<file path="src/rtl/vga_pixel_arbiter.sv">
// vga_pixel_arbiter: round-robin share of the VGA adapter pixel port among sprite drawers with burst-limited grants.
// Optional VGA_CLIP_EN: accepted pixels outside the 160x120 frame are consumed but not written.
module vga_pixel_arbiter #(
    parameter int NUM_REQ   = 3,
    parameter int X_W       = 8,
    parameter int Y_W       = 7,
    parameter int C_W       = 3,
    parameter int MAX_BURST = 16
) (
    input  logic                   clk,
    input  logic                   reset,
    input  logic [NUM_REQ-1:0]     req,
    input  logic [NUM_REQ-1:0]     pix_valid,
    input  logic [NUM_REQ*X_W-1:0] x_in,
    input  logic [NUM_REQ*Y_W-1:0] y_in,
    input  logic [NUM_REQ*C_W-1:0] colour_in,
    output logic [NUM_REQ-1:0]     grant,
    output logic [X_W-1:0]         vga_x,
    output logic [Y_W-1:0]         vga_y,
    output logic [C_W-1:0]         vga_colour,
    output logic                   vga_writeEn,
    output logic                   busy
);
    localparam int IW = NUM_REQ > 1 ? $clog2(NUM_REQ) : 1;
    typedef enum logic {S_IDLE, S_OWN} state_t;
    state_t               r_state;
    logic [NUM_REQ-1:0]   r_grant;
    logic [IW-1:0]        r_owner;
    logic [IW-1:0]        r_last;
    logic [7:0]           r_burst_cnt;
    logic [X_W-1:0]       r_x;
    logic [Y_W-1:0]       r_y;
    logic [C_W-1:0]       r_c;
    logic                 r_we;
    logic [X_W-1:0]       w_x [NUM_REQ];
    logic [Y_W-1:0]       w_y [NUM_REQ];
    logic [C_W-1:0]       w_c [NUM_REQ];
    logic [IW-1:0]        w_idx;
    logic [IW-1:0]        w_win;
    logic                 w_acc;
    logic                 w_wr;
    logic                 w_others;
    logic [7:0]           w_cnt_nx;
    genvar g;
    for (g = 0; g < NUM_REQ; g++) begin : g_unpack
        assign w_x[g] = x_in[g*X_W +: X_W];
        assign w_y[g] = y_in[g*Y_W +: Y_W];
        assign w_c[g] = colour_in[g*C_W +: C_W];
    end
    // Descending scan so the last hit is the nearest requester after r_last.
    always_comb begin
        w_idx = '0;
        w_win = '0;
        for (int i = NUM_REQ; i >= 1; i--) begin
            w_idx = IW'((32'(r_last) + 32'(i)) % NUM_REQ);
            if (req[w_idx]) w_win = w_idx;
        end
    end
    assign w_acc    = (r_state == S_OWN) && pix_valid[r_owner];
    assign w_cnt_nx = r_burst_cnt + 8'(w_acc);
    assign w_others = |(req & ~r_grant);
`ifdef VGA_CLIP_EN
    assign w_wr = w_acc && (32'(w_x[r_owner]) < 32'd160) && (32'(w_y[r_owner]) < 32'd120);
`else
    assign w_wr = w_acc;
`endif
    always_ff @(posedge clk) begin
        if (reset) begin
            r_state     <= S_IDLE;
            r_grant     <= '0;
            r_owner     <= '0;
            r_last      <= IW'(NUM_REQ - 1);
            r_burst_cnt <= '0;
            r_x         <= '0;
            r_y         <= '0;
            r_c         <= '0;
            r_we        <= 1'b0;
        end else begin
            r_we <= w_wr;
            if (w_wr) begin
                r_x <= w_x[r_owner];
                r_y <= w_y[r_owner];
                r_c <= w_c[r_owner];
            end
            case (r_state)
                S_IDLE: begin
                    if (|req) begin
                        r_state     <= S_OWN;
                        r_grant     <= NUM_REQ'(1) << w_win;
                        r_owner     <= w_win;
                        r_last      <= w_win;
                        r_burst_cnt <= '0;
                    end
                end
                S_OWN: begin
                    if (!req[r_owner]) begin
                        r_state     <= S_IDLE;
                        r_grant     <= '0;
                        r_burst_cnt <= '0;
                    end else if (w_cnt_nx == 8'(MAX_BURST)) begin
                        r_burst_cnt <= '0;
                        if (w_others) begin
                            r_state <= S_IDLE;
                            r_grant <= '0;
                        end
                    end else begin
                        r_burst_cnt <= w_cnt_nx;
                    end
                end
                default: r_state <= S_IDLE;
            endcase
        end
    end
    assign grant       = r_grant;
    assign busy        = |r_grant;
    assign vga_x       = r_x;
    assign vga_y       = r_y;
    assign vga_colour  = r_c;
    assign vga_writeEn = r_we;
endmodule

</file>
<file path="config.mk">
export PLATFORM = sky130hd
export DESIGN_NAME = vga_pixel_arbiter
export DESIGN_NICKNAME = d
export VERILOG_FILES = /design/src/rtl/vga_pixel_arbiter.sv
export SDC_FILE = /design/constraint.sdc
export NUM_CORES = 1
export LEC_CHECK = 0
export ABC_CLOCK_PERIOD_IN_PS = 3460
export CAP_MARGIN = 10
export CELL_PAD_IN_SITES_DETAIL_PLACEMENT = 1
export CELL_PAD_IN_SITES_GLOBAL_PLACEMENT = 1
export CORE_MARGIN = 2
export CORE_UTILIZATION = 31
export CTS_CLUSTER_DIAMETER = 150
export CTS_CLUSTER_SIZE = 25
export DETAILED_ROUTE_END_ITERATION = 8
export GPL_TIMING_DRIVEN = 1
export PLACE_DENSITY = 0.8
export RECOVER_POWER = 25
export SLEW_MARGIN = 40
export SYNTH_ARGS = -nofsm -noshare
export SYNTH_HDL_FRONTEND = slang
export SYNTH_SLANG_ARGS = --single-unit
</file>
<file path="constraint.sdc">
create_clock -name clk -period 3.46 [get_ports clk]
set_input_delay 0.692 -clock clk [delete_from_list [all_inputs] [get_ports clk]]
set_output_delay 0.692 -clock clk [all_outputs]
set_load 0.02 [all_outputs]
</file>
==> out/results.ini <==
[outcome]
outcome=complete, no violations

[clock_tree]
ctsHoldBuffers=0
cts.sinks=34
clock_path_buffers=2
clock_latency_ps=290
post_cts_buffers=0
htreeDepth=2
cts_root_buf=clkbuf_8
cts_tree=yes
cts.repair.resized=0
clk_pin_slew_ps=70
numCtsBuffers=5

[timing]
finalMaxSlewViolations=0
relSlewSlack=0.5004
min_period_over_period=0.8382
hold_ws_ps=490.2
fin_worst_skew_ps=7.332
tightest_slew_ps=746.9
max_freq_ghz=0.3448
setup_violations=0
min_period_ps=2900
hold_viol=0
final.setup.worst_slack_ps=559.7
rsz0062_at_grt=no
tns_ps=0

[layout]
final_common_cell=clkdlybuf4s50_1
fillers=774
layout-drive-gt1-share=0.1219
mostFrequentLayoutCells=70 x clkdlybuf4s50_1, 47 x nor2_1, 34 x dfxtp_1
design_area_sq_um=3028
syn_to_final_growth_pct=45.08
diodes=0
nNetsFinal=385

[die]
fp-row-count=29
chipWidth_um=86.05
die_y_um=86.05
ios=85
core_area_sq_um=6422
initial_utilization=0.3250
dieArea_sq_um=7405

[synthesis]
yosysWarnings=0
synth_seq_area_share=0.3261
synth_cell_types=47
synthCells=241
netlist_area_sq_um=2087
async_flop_share=0
ys.flop_type=dfxtp_1
synth_edf_count=0
syn_area_per_cell_sq_um=8.660
ys_ff_latch=34
synth_fp_nets=307

[pwr]
p_per_area_nw_per_um2=363.8
peakVddDrop_mv=0.1536
total_power_mw=1.101
total_leakage_power_nw=1.098

[critical_path]
path_buf_inv=1
worst-path-max-fanout=3
critPathSlowestCell=clkdlybuf4s50_1
arrival_ps=3120
cp.depth=11
critPathMostFrequentCell=ha_1
cpPeakStageDelay_ps=400
required_ps=3680
r2r_slack_ps=710
start_kind=primary input
cp_top_family=simple AND/OR/NAND/NOR gates
startpoint=pix_valid[2]
r2r-end=grant[0]
critPathKind=in2reg
worst_setup_path_end_kind=register
ff2ff_path_depth=11
critPathCapture=grant[0]
reg2reg_from=r_owner[0]
crit_chain=clkdlybuf4s50_1 -> mux2_1 -> nand2_1 -> a21boi_4 -> ha_1 -> ha_1 -> nor2_1 -> nor4b_1 -> o2111ai_1 -> o21ai_2 -> mux2i_1

[placement]
io_buffers=84
placed_area_sq_um=2937
place_hpwl_um=4739
place_ws_ps=288.7
gp_congestion=0.8438

[hold_path]
whs_path_depth=1
hold_class=reg2reg

[route]
drc=0
vias=2027
dr.pass1.iters=4
drt_iter0_drc=66
ant_nets=0
wl_per_cell_um=15.73
wl_um=6246
drt-vias-per-instance=5.106

[grt]
grt_max_degree=38
grt_pass1_vias=2083
grt_pass1_wl_um=10170
antenna_found_initial=0
grt_usage=0.1714
grt-ovfl-total=0

[run]
drv_cap=0

routing by layer:
metal	GRT usage	vias to the layer above	part of all wire
met2	0.3016	51	0.49
met3	0.04139	5	0.054
met4	0.03463	0	0.0078
li1	-	1020	-
met5	0	-	0
met1	0.2123	951	0.45
cell usage after synthesis, drive strengths merged (2+ instances only):
master   n  area share
a211oi  19        0.11
a21o     2      0.0072
a21oi   26       0.062
a22oi    2      0.0072
a311oi   3       0.016
and3     3       0.011
buf     13       0.055
clkbuf   5      0.0090
dfxtp   34        0.33
ha       4       0.024
inv      6       0.011
mux2i   20       0.096
nand2   13       0.023
nand2b   4       0.012
nand3    3      0.0072
nor2    47       0.085
nor2b    2      0.0060
nor3     3      0.0096
o211ai   3       0.011
o21ai    8       0.023
or3      2      0.0060
xnor2    2      0.0084
cell type report:
cell class / instances / area (sq um) / area share
multi-input combinational: 183 / 1259 / 0.4157
timing repair buffer: 89 / 878.3 / 0.2901
sequential: 34 / 680.7 / 0.2248
tap: 77 / 96.34 / 0.03182
clock buffer: 7 / 86.33 / 0.02851
inverter: 6 / 22.52 / 0.007438
clock inverter: 1 / 5.005 / 0.001653
how the worst min path moves through the flow:
| stage | from | to | slack [ps] |
|---|---|---|---|
| finish | r_burst_cnt[7] | r_burst_cnt[7] | 490 |
| global route | grant[0] | grant[0] | 530 |
| CTS | r_burst_cnt[7] | r_burst_cnt[7] | 500 |
| detailed placement | r_burst_cnt[7] | r_burst_cnt[7] | 490 |
| global placement | r_burst_cnt[7] | r_burst_cnt[7] | 470 |
| floorplan | r_burst_cnt[7] | r_burst_cnt[7] | 450 |
cells by family after synthesis:
kind of cell	after synthesis	share of synthesized area
flip-flops	34	0.3261
AND/OR/NAND/NOR	84	0.1888
buffers and inverters	24	0.07434
AO/OA/AOI/OAI	72	0.2770
XOR/XNOR	2	0.008395
adder cells (fa/ha/maj)	4	0.02398
multiplexers	21	0.1013
power by group:
part,internal (mW),switching [mW],total [mW]
sequential,0.420,0.0213,0.441
combinational,0.174,0.176,0.350
clock,0.161,0.149,0.310
flip-flops by register name (all words and copies together) (netlist names):
name	count
vga_colour	3
r_burst_cnt	8
vga_y	7
vga_writeEn	1
grant	3
r_state	1
vga_x	8
r_owner	2
r_last	1
metrics by stage:
stage | cells | util
finish | 397 | 0.4715
global route | 397 | 0.4715
CTS | 397 | 0.4715
detailed placement | 389 | 0.4572
global placement | 389 | 0.4572
floorplan | 241 | -
Power figures use the tool's default switching activity.
==> RTL change 1, RTL diff (config.mk and constraints unchanged) <==
The option `VGA_CLIP_EN` is turned on by a define.
--- a/src/rtl/vga_pixel_arbiter.sv
+++ b/src/rtl/vga_pixel_arbiter.sv
@@ -1,4 +1,6 @@
 // vga_pixel_arbiter: round-robin share of the VGA adapter pixel port among sprite drawers with burst-limited grants.
 // Optional VGA_CLIP_EN: accepted pixels outside the 160x120 frame are consumed but not written.
+`define VGA_CLIP_EN
+
 module vga_pixel_arbiter #(
     parameter int NUM_REQ   = 3,
Check against the original RTL: not equivalent (a bounded check fails within 4 cycles, from zero or initial values and one cycle with reset high).
==> RTL change 1 against the unedited design <==
Setup slack improved by 190 ps. Wire length rose by 8.3%. Worst hold slack better by 24 ps. Total power up 0.93%. Area after synthesis up 0.54%. Design area rose by 1.3%. Clock skew up 1.1 ps. Sequential cell count did not move. Register-to-register slack improved by 120 ps. Count of clock-buffer cells in the layout did not move. Largest power group unchanged.
==> RTL change 1: results (changes against the unedited design) <==
IO buf count=84 (unchanged); synth top area cells=dfxtp_1 (32%), mux2i_1 (6.2%), a211oi_1 (6.1%); Antenna Cells=0 (unchanged); syn nets=316 (+2.9%); clk buf depth=2 (unchanged); Switch Pwr=0.0003488 W (+0.70%); reg2reg end=grant[2]$_SDFFE_PP0P_; Tmin final=2706 ps (-194.8 ps); Peak VDD IR=0.0001910 V (+24%); Critical path origin=pix_valid[0]; htree depth=2 (unchanged); Post-CTS Repair Setup Buffers=0 (unchanged); vias=2241 (+11%); GP Congestion=0.8974 (+6.4%); Resized Gates After CTS=0 (unchanged); Post-Syn Instances=250 (+3.7%); HP Class=reg -> reg; Post-synth top cells=dfxtp_1 (34), a21oi_1 (24), nor2_1 (23), a211oi_1 (17), a31oi_1 (17); status=finished, final reports clean; gr usage total=18.22% (+1.1 points); proportion of layout cells with a drive suffix above 1=10.61% (-1.6 points); iteration count of the initial detailed-routing pass=4 (unchanged); initial DRC count=81 (+23%); clock latency on the worst-skew pair=around 280 ps; DP HPWL=5.118 mm (+8.0%); Root Driver=clkbuf_8; worst-margin pin slew=557.6 ps (-189.3 ps); mux share of post-synthesis cell area=10.14% (about the same); hold wc startpoint=r_burst_cnt[0]$_SDFFE_PP0P_; Fill cells=790 (+2.1%); CTS Buf Count=5 (unchanged); synth unique cells=49 (+4.3%); total wire length=6.762 mm (+8.3%); Worst Hold End=r_burst_cnt[0]$_SDFFE_PP0P_; R2R cell count=11 (unchanged); total number of yosys warnings=0 (unchanged); Primary FF master, synth=dfxtp_1; clk slew on worst S/H paths=70 ps (about the same); largest net degree at the start of global routing=23 (-39%); first-pass GRT wire length=10.78 mm (+6.0%); setup slack, reg-to-reg=830 ps (+120 ps); placed cell count=399 (+2.6%); hold slack=513.7 ps (+23.53 ps); Worst Skew=8.429 ps (+1.098 ps); Setup Crit Path Kind=in -> reg; Final Non-Filler Cells=407 (+2.5%); pre-CTS WS=483.1 ps (+194.4 ps); Worst Hold Path Cells=2 (+1); asr flop ratio synth=0% (unchanged); Static Leak=1.124 nW (+2.4%); Synth Area in Adders=2.385% (-0.013 points); Synth Cell Area=2098 µm² (+0.54%); CP max FO=4 (+1); post-synthesis compound-gate area fraction=29.87% (+2.2 points); Seq/Total Area, Yosys=32.44% (-0.18 points); xor-xnor portion of the synthesized cell area=0.8348% (-0.0045 points); initial antenna violation count=0 (unchanged); Worst R2R Start=r_owner[1]$_SDFFE_PP0P_; CP Data Arrival Time=2860 ps (-260 ps)
RTL change 1: changes by cell type after synthesis, sizes merged, moves of 4 or more:
cell and delta:
nor2 -24, a31oi +16, a22oi +9, mux2i -7, clkbuf +6, mux2 +6
a31o +4
RTL change 1: through the flow:
step | util (%) | cell area [µm²] | total power (W)
2_1_floorplan | - | 2098 | 0.0006593
3_3_place_gp | 46.09 | 2977 | 0.0008163
3_5_place_dp | 46.09 | 2977 | 0.0008268
4_1_cts | 47.50 | 3068 | 0.001128
5_1_grt | 47.50 | 3068 | 0.001176
6_report | 47.50 | 3068 | 0.001112
RTL change 1: area by class of cell:
type,count,area share [%]
multi-input cells,187,40.99
flip-flops and latches,34,22.19
repair buffers,94,29.85
inverters,7,0.8564
clock inverters,1,0.1631
clock buffers,7,2.814
well taps,77,3.140
RTL change 1: power by group through the flow:
stage                     combinational, W  clock [W]  sequential, W
after CTS                         0.000380   0.000308       0.000441
after global placement            0.000368          0       0.000448
after detailed placement          0.000377          0       0.000450
after global routing              0.000403   0.000328       0.000444
after floorplan                   0.000189          0       0.000470
final                             0.000370   0.000301       0.000440
RTL change 1: layer usage:
layer | up-vias | GRT usage, % | wire length, µm
met4 | 0 | 6.108 | 97
met3 | 8 | 4.571 | 435
met2 | 70 | 30.87 | 3252
met5 | - | 0 | 0
li1 | 1105 | - | -
met1 | 1058 | 22.61 | 2977
RTL change 1: worst max-delay path: stages:
cell	delay, ps
clkdlybuf4s50_1	410
mux2i_1	130
nor2_1	50
o21ai_0	220
inv_1	90
ha_1	230
ha_1	310
nor3_1	220
nand3_1	170
o22ai_1	220
o22ai_1	120
==> RTL change 2, RTL diff (same flow settings) <==
Made on the original files. Reset style: asynchronous (`reset`), changed in one clocked block.
--- a/src/rtl/vga_pixel_arbiter.sv
+++ b/src/rtl/vga_pixel_arbiter.sv
@@ -65,5 +65,5 @@
     assign w_wr = w_acc;
 `endif
-    always_ff @(posedge clk) begin
+    always_ff @(posedge clk or posedge reset) begin
         if (reset) begin
             r_state     <= S_IDLE;
Formal check against the unedited RTL: differs if reset is asserted again (counterexample within 4 cycles, from zero or initial values and one cycle with reset high); with reset held inactive, the same outputs for 4 cycles.
==> RTL change 2 against the unedited design <==
The run now ends with max-capacitance violations, max-slew violations left. Wire length decreased by 2.0%. Setup slack got worse by 120 ps. Core utilization decreased by 0.59 points. Design area increased by 2.7%. Via count increased by 0.79%. Count of clock-buffer cells in the layout unchanged. Area after synthesis increased by 1.4%. Register-to-register slack improved by 20 ps. Global-route usage increased by 0.70 points. Sequential cell count unchanged.
Power is not compared: it rests on default switching activity, and its combinational part moved more than twofold at a synthesized area within 25%.
==> RTL change 2: results (changes against the unedited design) <==
status=finished, violations left; failing checks=max-capacitance violations, max-slew violations; GR Util met3=4.762% (+0.62 points); Max-slew headroom=-24.67% (-75 points); max cap viols=1 (+1); Worst Hold Path Cells=2 (+1); synth top area cells=dfrtp_1 (39%), mux2i_1 (9.5%), o21ai_0 (5.4%); Worst Hold End=vga_x[4]$_DFFE_PP0P_; pre-CTS WS=123.6 ps (-165.2 ps); setup slack, reg-to-reg=730 ps (+20 ps); GP Congestion=0.8545 (+1.3%); Seq/Total Area, Yosys=40.27% (+7.7 points); met1 Use GR=20.56% (-0.67 points); proportion of layout cells with a drive suffix above 1=8.696% (-3.5 points); asr flop ratio synth=100.0% (+100 points); delay-heaviest family, CP=compound AO/OA/AOI/OAI gates; met2 WL=3.081 mm (+1.6%); gr usage total=17.84% (+0.70 points); hold wc startpoint=vga_x[4]$_DFFE_PP0P_; routed length per instance=15.23 µm (-3.2%); Post-synth top cells=dfrtp_1 (33), nor2_1 (30), nand2_1 (29), o21ai_0 (23); CP Data Arrival Time=3190 ps (+70 ps); Pins Over Slew Limit=35 (+35); vias=2043 (+0.79%); first-pass GRT wire length=10.42 mm (+2.4%); largest net degree at the start of global routing=37 (-2.6%); vias in the first global route=2251 (+8.1%); met1 wire length=2.559 mm (-9.4%); Tmin final=3016 ps (+115.3 ps); Critical path origin=pix_valid[1]; DP HPWL=4.743 mm (about the same); Worst R2R Start=r_owner[0]$_DFFE_PP0P_; Fill cells=792 (+2.3%); crit-path max cell delay=460 ps (+60 ps); Primary FF master, synth=dfrtp_1; syn nets=304 (-0.98%); met2 global-route usage=31.82% (+1.7 points); Worst setup endpoint=grant[2]$_DFFE_PP0P_; initial DRC count=80 (+21%); Worst Skew=6.878 ps (-0.4535 ps)
==> RTL change 2: cell types whose count changed after synthesis, moves of 6 or more <==
cell / delta
dfxtp_1: -34
dfrtp_1: +33
o21ai_0: +19
a211oi_2: -18
nor2_1: -17
nand2_1: +16
a21oi_1: -6
==> RTL change 2: final cells by class <==
class / count / area [µm²] / area share (%)
Inverter: 8 / 30.03 / 0.9654
Tap cell: 80 / 100.1 / 3.218
Clock buffer: 7 / 86.33 / 2.776
Timing Repair Buffer: 90 / 882.1 / 28.36
Sequential cell: 34 / 852.1 / 27.39
Clock inverter: 1 / 5.005 / 0.1609
Multi-Input combinational cell: 182 / 1155 / 37.13
==> RTL change 2: logic make-up after synthesis <==
| logic type | after synthesis | synth area share, % |
|---|---|---|
| xor gates and xnor gates | 1 | 0.4140 |
| AOI/OAI and AO/OA | 71 | 23.12 |
| muxes | 21 | 10.17 |
| adders and majority gates | 4 | 2.366 |
| DFF | 34 | 40.27 |
| buffers and inverters | 22 | 5.144 |
| and+or+nand+nor | 85 | 18.51 |
==> RTL change 2: through the flow <==
stage	util (%)	total power, W	area, µm²	instances
2_1_floorplan	-	0.001374	2116	238
3_3_place_gp	45.24	0.001804	3023	394
3_5_place_dp	45.24	0.001850	3023	394
4_1_cts	46.61	0.002166	3114	402
5_1_grt	46.55	0.002318	3110	402
6_report	46.55	0.002137	3110	402
==> RTL change 2: worst register-to-register path, stage by stage, from the launching register on <==
cell	delay (ps)
dfrtp_1	480
mux2i_1	170
nor2_1	210
o21ai_4	90
inv_1	90
ha_1	280
ha_1	280
nand2_2	100
a2111oi_2	380
a211oi_2	110
o31ai_4	310
o21ai_1	110
